### config.mk
export PLATFORM = sky130hd
export DESIGN_NAME = circuit5_seq
export DESIGN_NICKNAME = d
export VERILOG_FILES = /design/src/rtl/circuit5_seq_pkg.sv /design/src/rtl/circuit5_seq_shared_alu.sv /design/src/rtl/circuit5_seq.sv
export SDC_FILE = /design/constraint.sdc
export NUM_CORES = 1
export LEC_CHECK = 0
export ABC_AREA = 1
export BUFFER_PORTS_ARGS = -buffer_cell sky130_fd_sc_hd__buf_2
export CAP_MARGIN = 40
export CORE_MARGIN = 5
export CORE_UTILIZATION = 40
export DETAILED_ROUTE_END_ITERATION = 8
export GPL_TIMING_DRIVEN = 0
export PLACE_DENSITY_LB_ADDON = 0.3
export SETUP_SLACK_MARGIN = 0.2
export SLEW_MARGIN = 20
export SYNTH_ARGS = -nofsm -noshare
export SYNTH_HDL_FRONTEND = slang
export SYNTH_SLANG_ARGS = --single-unit
### constraint.sdc
create_clock -name Clk -period 16.65 [get_ports Clk]
set_input_delay 0.8325 -clock Clk [delete_from_list [all_inputs] [get_ports Clk]]
set_output_delay 0.8325 -clock Clk [all_outputs]
set_load 0.01 [all_outputs]
### src/rtl/circuit5_seq_pkg.sv
// Shared types and defaults for the circuit5 multi-cycle sequencer.
package circuit5_seq_pkg;

   localparam int unsigned DATAW_DEF = 64;
   localparam int unsigned OUTW_DEF  = 32;
   localparam int unsigned STATEW    = 3;
   localparam int unsigned ALUOPW    = 2;

   typedef enum logic [STATEW-1:0] {
      IDLE  = 3'd0,
      S_D   = 3'd1,
      S_E   = 3'd2,
      S_F   = 3'd3,
      S_CMP = 3'd4,
      S_OUT = 3'd5,
      DONE  = 3'd6
   } state_e;

   typedef enum logic [ALUOPW-1:0] {
      ALU_ADD = 2'd0,
      ALU_SUB = 2'd1,
      ALU_CMP = 2'd2
   } alu_op_e;

endpackage

### src/rtl/circuit5_seq_shared_alu.sv
// Shared signed add/sub/compare unit; one operation per cycle, purely combinational.
module shared_alu
   import circuit5_seq_pkg::*;
#(
   parameter int unsigned DATAW = DATAW_DEF
) (
   input  logic [DATAW-1:0] opa,
   input  logic [DATAW-1:0] opb,
   input  alu_op_e          op,
   output logic [DATAW-1:0] res,
   output logic             lt,
   output logic             eq
);

   always_comb begin
      res = opa + opb;
      case (op)
         ALU_SUB, ALU_CMP: res = opa - opb;
         default:          res = opa + opb;
      endcase
   end

   // True signed ordering, independent of the wrapped difference.
   assign lt = ($signed(opa) < $signed(opb));
   assign eq = (opa == opb);

endmodule

### src/rtl/circuit5_seq.sv
// circuit5 dataflow sequenced over one shared ALU: d, e, f, compare, then select/shift outputs.
module circuit5_seq
   import circuit5_seq_pkg::*;
#(
   parameter int unsigned DATAW = DATAW_DEF,
   parameter int unsigned OUTW  = OUTW_DEF
) (
   input  logic             Clk,
   input  logic             Rst,
   input  logic             start,
   input  logic [DATAW-1:0] a,
   input  logic [DATAW-1:0] b,
   input  logic [DATAW-1:0] c,
   output logic             busy,
   output logic             done,
   output logic [OUTW-1:0]  x,
   output logic [OUTW-1:0]  z
);

   state_e             state_q, state_d;
   logic [DATAW-1:0]   a_q, a_d, b_q, b_d, c_q, c_d;
   logic [DATAW-1:0]   d_q, d_d, e_q, e_d, f_q, f_d;
   logic               dlte_q, dlte_d, deq_q, deq_d;
   logic               busy_q, busy_d, done_q, done_d;
   logic [OUTW-1:0]    x_q, x_d, z_q, z_d;

   logic [DATAW-1:0]   alu_opa_c, alu_opb_c, alu_res_c;
   alu_op_e            alu_op_c;
   logic               alu_lt_c, alu_eq_c;
   logic [DATAW-1:0]   g_c, h_c;

   shared_alu #(.DATAW(DATAW)) u_alu (
      .opa (alu_opa_c),
      .opb (alu_opb_c),
      .op  (alu_op_c),
      .res (alu_res_c),
      .lt  (alu_lt_c),
      .eq  (alu_eq_c)
   );

   assign g_c = dlte_q ? e_q : d_q;
   assign h_c = deq_q  ? f_q : g_c;

   always_ff @(posedge Clk or posedge Rst) begin
      if (Rst) begin
         state_q <= IDLE;
         a_q     <= '0;
         b_q     <= '0;
         c_q     <= '0;
         d_q     <= '0;
         e_q     <= '0;
         f_q     <= '0;
         dlte_q  <= 1'b0;
         deq_q   <= 1'b0;
         busy_q  <= 1'b0;
         done_q  <= 1'b0;
         x_q     <= '0;
         z_q     <= '0;
      end else begin
         state_q <= state_d;
         a_q     <= a_d;
         b_q     <= b_d;
         c_q     <= c_d;
         d_q     <= d_d;
         e_q     <= e_d;
         f_q     <= f_d;
         dlte_q  <= dlte_d;
         deq_q   <= deq_d;
         busy_q  <= busy_d;
         done_q  <= done_d;
         x_q     <= x_d;
         z_q     <= z_d;
      end
   end

   // Next state, ALU operand routing and register updates.
   always_comb begin
      state_d   = state_q;
      a_d       = a_q;
      b_d       = b_q;
      c_d       = c_q;
      d_d       = d_q;
      e_d       = e_q;
      f_d       = f_q;
      dlte_d    = dlte_q;
      deq_d     = deq_q;
      x_d       = x_q;
      z_d       = z_q;
      alu_opa_c = a_q;
      alu_opb_c = b_q;
      alu_op_c  = ALU_ADD;

      case (state_q)
         IDLE: begin
            if (start) begin
               a_d     = a;
               b_d     = b;
               c_d     = c;
               state_d = S_D;
            end
         end
         S_D: begin
            d_d     = alu_res_c;
            state_d = S_E;
         end
         S_E: begin
            alu_opb_c = c_q;
            e_d       = alu_res_c;
            state_d   = S_F;
         end
         S_F: begin
            alu_op_c = ALU_SUB;
            f_d      = alu_res_c;
            state_d  = S_CMP;
         end
         S_CMP: begin
            alu_opa_c = d_q;
            alu_opb_c = e_q;
            alu_op_c  = ALU_CMP;
            dlte_d    = alu_lt_c;
            deq_d     = alu_eq_c;
            state_d   = S_OUT;
         end
         S_OUT: begin
            x_d     = OUTW'(h_c << dlte_q);
            z_d     = OUTW'($signed(g_c) >>> deq_q);
            state_d = DONE;
         end
         DONE:    state_d = IDLE;
         default: state_d = IDLE;
      endcase

      // Status flags are registered against the state being entered.
      busy_d = (state_d != IDLE);
      done_d = (state_d == DONE);
   end

   assign busy = busy_q;
   assign done = done_q;
   assign x    = x_q;
   assign z    = z_q;

endmodule

==> results of run 1 <==
## path summary, 6_finish.rpt
path	startpoint	end	slack (ns)	cells past startpoint
max in group asynchronous	Rst	x[31]	15.07	4
setup reg to reg	state_q[0]	f_q[30]	11.17	24
hold reg to reg	e_q[53]	e_q[53]	0.48	2
setup / recovery	state_q[0]	f_q[30]	11.17	24
hold / removal	Rst	c_q[44]	0.28	2
min in group Clk	b[6]	b_q[6]	0.41	3
## critical path, cell delays in order (launching register included)
cell and delay (ns):
dfrtp_1 0.41, buf_2 0.25, nor2_2 0.14, nor2_1 0.15, clkbuf_1 0.54, buf_2 0.48, nand2_1 0.19, o211ai_1 0.19
ha_1 0.32, inv_1 0.12, fa_1 0.43, inv_1 0.16, nand3_1 0.09, nand3_1 0.22, nand2_1 0.08, nand2_1 0.14
nand2_1 0.06, nand2_1 0.09, nand2_1 0.08, nand2_1 0.23, nand2_1 0.10, o21ai_2 0.17, xor2_1 0.54, nand2_1 0.11
nand2_1 0.08
## cell usage after synthesis (2+ instances only)
master,instances
inv_1,738
nor3_1,22
a2bb2oi_1,4
o211ai_1,11
o221ai_1,4
clkbuf_1,101
o21a_1,22
or2_2,2
nor2_2,4
nand4_1,37
nand3_1,200
buf_4,2
inv_2,13
a21oi_1,167
nor2_1,297
or2_1,2
fa_1,2
xor2_1,29
o21ai_1,36
nor3_2,6
nor4_1,2
clkbuf_2,11
ha_1,127
o21bai_1,25
o22ai_1,24
nand2_1,2204
o21ai_0,265
buf_1,7
nand3b_1,7
buf_2,66
and3_1,2
dfrtp_1,423
## cell families after synthesis
| family | count (synthesis) | synth area share |
|---|---|---|
| xor gates and xnor gates | 29 | 0.00844 |
| adders and majority gates | 129 | 0.0541 |
| buffers and inverters | 939 | 0.121 |
| and+or+nand+nor | 2792 | 0.365 |
| DFF | 423 | 0.352 |
| AOI/OAI and AO/OA | 561 | 0.100 |
## area by class of cell
class                      count  area (um2)  share of cell area
clock buffer                  60        1320              0.0380
inverter                     752        2830              0.0818
timing repair buffer         289        1630              0.0472
clock inverter                21         313             0.00904
sequential                   423       10600               0.306
multi-input combinational   3511       15900               0.459
buffer                       187         806              0.0233
tap                          969        1210              0.0351
antenna                        5        12.5            0.000362
## metal layers
metal / part of all wire / global-route usage
met5: 0.000095 / 0
met2: 0.47 / 0.557
met3: 0.070 / 0.0454
met1: 0.38 / 0.392
met4: 0.075 / 0.195
## stage by stage
stage           util  instance area, um2
2_1_floorplan      -               30100
3_3_place_gp   0.437               32600
5_1_grt        0.464               34600
4_1_cts        0.463               34600
6_report       0.464               34600
3_5_place_dp   0.442               32900
## placed cells by master, fill, tap and decap left out, types with 47 or more instances in the layout
| master | instances |
|---|---|
| nand3_1 | 200 |
| nand2_1 | 2204 |
| o21ai_0 | 265 |
| nor2_1 | 297 |
| clkbuf_1 | 105 |
| inv_1 | 737 |
| clkbuf_16 | 47 |
| dfrtp_1 | 423 |
| buf_2 | 335 |
| ha_1 | 127 |
| a21oi_1 | 167 |
## registers in the layout, indices dropped and copies added (netlist names), 3 cells and up
| register | cells |
|---|---|
| x | 32 |
| z | 32 |
| e_q | 64 |
| d_q | 64 |
| state_q | 3 |
| f_q | 32 |
| b_q | 64 |
| a_q | 64 |
| c_q | 64 |
==> impl_metrics.csv, run 1 <==
group,metric,value,unit
route,vias,32000,
clock_tree,clk_latency,0.62,ns
grt,antenna_found_initial,4,
die,dieArea,80800,um2
die,ios,261,
clock_tree,clock-sinks,423,
critical_path,path_class,"reg -> reg",
sta,setup_viol,0,
logic_synthesis,netlist_area,30100,um2
sta,rsz0062_at_grt,"false",
critical_path,required,17.17,ns
final_layout,fin_nets,5534,
logic_synthesis,syn_nets,5197,
final_layout,area_growth,14.9,%
clock_tree,cts_tree,"yes",
place,place.gp.congestion,1.04,
die,start_util,0.404,
clock_tree,ctsHoldBuffers,0,
logic_synthesis,synth-seq-cells,423,
sta,fin_crit_sh,0.329,
grt,grt_util_all_layers,0.326,
flow_run,max_cap_violations,0,
hold_path,hold_path_class,"in -> async",
route,ant_nets,0,
clock_tree,path_clk_slew,0.06,ns
sta,fmaxAchievable,183,MHz
sta,post-route-worst-setup-slack,11.17,ns
critical_path,cp-end-kind,"register",
sta,relSlewSlack,0.353,
grt,grt_pass1_vias,30600,
grt,grt_max_degree,106,
sta,slew_viol_final,0,
sta,hold_viol,0,
run_status,run_status,"completed",
logic_synthesis,synthCells,4873,
logic_synthesis,synth_area_leaders,"dfrtp_1 (35%), nand2_1 (27%), inv_1 (9.2%)",
place,pre_cts_slack,11.50,ns
logic_synthesis,ys.warnings.count,0,
clock_tree,htreeDepth,2,
clock_tree,post_cts_buffers,0,
logic_synthesis,syn_area_per_cell,6.18,um2
logic_synthesis,synth.largest_area_cell,"dfrtp_1",
route,drt_iter0_markers,3513,
place,dp_hpwl,116000,um
clock_tree,cts-resized-gates,0,
sta,setup_tns,0,ns
logic_synthesis,synth-async-reset-ratio,1.00,
sta,finalClockSkew,0.0480,ns
grt,grt_pass1_wl,197000,um
final_layout,fill_cells,8044,
route,wl_per_cell,22.0,um
critical_path,startpoint_type,"register",
critical_path,cp.arrival,6.00,ns
final_layout,instances_no_fill,6217,
logic_synthesis,synthFlopType,"dfrtp_1",
clock_tree,numCtsBuffers,46,
place,portBuffers,260,
die,core,74600,um2
logic_synthesis,synth_cell_types,43,
die,die_height,284,um
route,wl,137000,um
die,rows,100,
final_layout,drive_above_1_share,0.0908,
sta,finalCriticalPeriod,5.48,ns
grt,gr-total-overflow,0,
die,chipWidth,284,um
logic_synthesis,ys_seq_area_frac,0.352,
route,drt_first_pass_iters,6,
sta,worstMarginPinSlew,0.968,ns
sta,hold_ws,0.281,ns
place,dp.cells,6128,
route,drc_errors,0,
clock_tree,cts_root_buf,"clkbuf_16",
logic_synthesis,synth_top_area_frac,0.352,
clock_tree,ctsLongestPathBuffers,3,
critical_path,cp_max_fo,11,
logic_synthesis,synth_edf_count,0,
route,via_per_inst,5.15,
Power of run 1 is left out: the tool's default activity adds up to more than one toggle a clock period on the data nets, which glitch-free logic cannot reach.
==> inputs of run 2 (changes only) <==
ABC_AREA = 0   (was 1)
clock period = 5 ns   (was 16.65 ns; I/O delays follow)
==> run 2 against run 1 <==
Effect of this change:
- via count is 24% lower
- non-clock buffer count is 252 higher
- fmax up 16%
- synthesized area is 12% lower
- register-to-register slack got worse by 11 ns
- synthesized cell count fell by 43%
- sequential cell count stayed put
- sequential share of layout area up 0.10 points
- utilization rose by 6.0 points
- global-route usage down 4.1 points
- worst hold slack got worse by 0.12 ns
==> impl_metrics.csv, run 2 <==
group,metric,value,unit
die,dieArea,71600,um2
clock_tree,numCtsBuffers,48,
die,start_util,0.403,
logic_synthesis,synth-seq-cells,423,
final_layout,multi_input_comb_area,15400,um2
clock_tree,cts_root_buf,"clkbuf_16",
final_layout,drive_above_1_share,0.288,
logic_synthesis,synth_edf_count,0,
critical_path,path_class,"reg -> reg",
sta,setup_viol,0,
logic_synthesis,ys_seq_area_frac,0.399,
sta,rsz0062_at_grt,"true",
grt,grt_util_all_layers,0.285,
grt,antenna_found_initial,4,
critical_path,required,5.45,ns
logic_synthesis,synth-async-reset-ratio,1.00,
die,ios,261,
sta,hold_ws,0.163,ns
logic_synthesis,synth_area_leaders,"dfrtp_1 (40%), mux2_2 (11%), nand2_1 (6.2%)",
logic_synthesis,synth_cell_types,84,
final_layout,fill_cells,6001,
sta,fin_crit_sh,0.947,
sta,finalCriticalPeriod,4.73,ns
sta,hold_viol,0,
route,wl,104000,um
critical_path,cp.arrival,5.19,ns
clock_tree,path_clk_slew,0.07,ns
logic_synthesis,syn_nets,3081,
critical_path,startpoint_type,"register",
sta,fmaxAchievable,211,MHz
die,core,65700,um2
route,drt_iter0_markers,1974,
logic_synthesis,synth_top_area_frac,0.399,
sta,setup_tns,0,ns
place,place.gp.congestion,0.994,
route,wl_per_cell,24.6,um
place,dp_hpwl,80200,um
sta,worstMarginPinSlew,0.879,ns
logic_synthesis,ys.warnings.count,0,
logic_synthesis,synth.largest_area_cell,"dfrtp_1",
final_layout,layout_commonest_cell,"nand2_1",
critical_path,cp-end-kind,"register",
run_status,run_status,"completed",
grt,grt_max_degree,34,
route,ant_nets,0,
logic_synthesis,synthCells,2757,
route,drc_errors,0,
final_layout,regArea,10600,um2
logic_synthesis,synthFlopType,"dfrtp_1",
route,drt_first_pass_iters,6,
clock_tree,htreeDepth,2,
sta,relSlewSlack,0.414,
logic_synthesis,synth_common_cells,"nand2_1 (441), dfrtp_1 (423), mux2_2 (255)",
grt,gr-total-overflow,0,
grt,grt_pass1_vias,25000,
logic_synthesis,yosysMostFrequentCell,"nand2_1",
sta,finalClockSkew,0.0236,ns
route,via_per_inst,5.75,
final_layout,final_cell_mix,"nand2_1 (438), dfrtp_1 (423), buf_2 (291), mux2_2 (255), o21ai_0 (197)",
clock_tree,clk_latency,0.59,ns
clock_tree,cts_tree,"yes",
clock_tree,ctsLongestPathBuffers,3,
critical_path,cp_max_fo,10,
clock_tree,clock-sinks,423,
die,chipWidth,267,um
logic_synthesis,netlist_area,26500,um2
die,die_height,267,um
hold_path,hold_path_class,"in -> async",
flow_run,max_cap_violations,0,
route,vias,24400,
logic_synthesis,syn_area_per_cell,9.62,um2
place,portBuffers,260,
die,rows,94,
sta,slew_viol_final,0,
grt,grt_pass1_wl,157000,um
final_layout,area_growth,30.0,%
final_layout,fin_nets,3671,
-- run 2: cells by family after synthesis --
group,count (synthesis),share of synthesized area
AOI/OAI and AO/OA,694,0.171
xor gates and xnor gates,62,0.0205
adders and majority gates,129,0.0614
buffers and inverters,327,0.0481
DFF,423,0.399
muxes,323,0.164
and+or+nand+nor,799,0.137
-- run 2: path summary, 6_finish.rpt --
check                      startpoint  endpoint  slack, ns  cells after the start
hold / removal                    Rst   b_q[36]       0.16                      3
setup / recovery           state_q[2]   e_q[47]       0.27                     19
setup reg to reg           state_q[2]   e_q[47]       0.27                     19
hold reg to reg               d_q[39]   d_q[39]       0.48                      2
max in group asynchronous         Rst      z[7]       3.21                      9
min in group Clk                start      busy       0.20                      3
-- run 2: layout make-up --
type	instances	area share
diodes	3	0.000218
plain buffers	188	0.0285
clock buffers	64	0.0401
clock inverters	17	0.00719
inverters	139	0.0155
multi-input cells	2007	0.447
flip-flops and latches	423	0.307
well taps	864	0.0314
repair buffers	540	0.123
-- run 2: critical path, cell delays in order, from the launching register on --
cell	delay, ns
dfrtp_1	0.38
buf_4	0.17
nor2_4	0.09
nand2_2	0.08
clkbuf_16	0.18
clkbuf_4	0.18
buf_6	0.16
and3_1	0.19
a221o_1	0.33
ha_4	0.30
nor2_1	0.07
o311ai_4	0.26
a211oi_2	0.11
or3_4	0.44
a211o_4	0.39
a211o_4	0.38
a2111oi_4	0.39
a211oi_4	0.08
xnor2_2	0.28
o21ai_1	0.10
-- run 2: stage by stage --
stage	cell area [um2]	util	worst slack [ns]	cells
after floorplan	26500	-	-0.957	2757
after global placement	28900	0.440	-3.67	3881
after detailed placement	29600	0.450	-1.62	3931
after CTS	33900	0.515	0.201	4221
after global routing	34500	0.524	0.169	4243
final	34500	0.524	0.265	4245
-- run 2: what timing repair did --
| item | in CTS | in global routing |
|---|---|---|
| endpoints found under the setup margin | 144 | 73 |
| buffers inserted | 16 | 17 |
| hold buffers | 193 | 0 |
| hold endpoints to repair | 251 | 0 |
| resized for setup | 150 | 148 |
| pin swaps | 24 | 41 |
-- run 2: per-layer routing --
metal,GRT usage,routed length [um],vias up
li1,-,-,11100
met1,0.383,43900,12200
met3,0.0345,6010,198
met4,0.113,4900,0
met2,0.475,49600,834
met5,0,0,-
Power of run 2 is left out for the same reason.
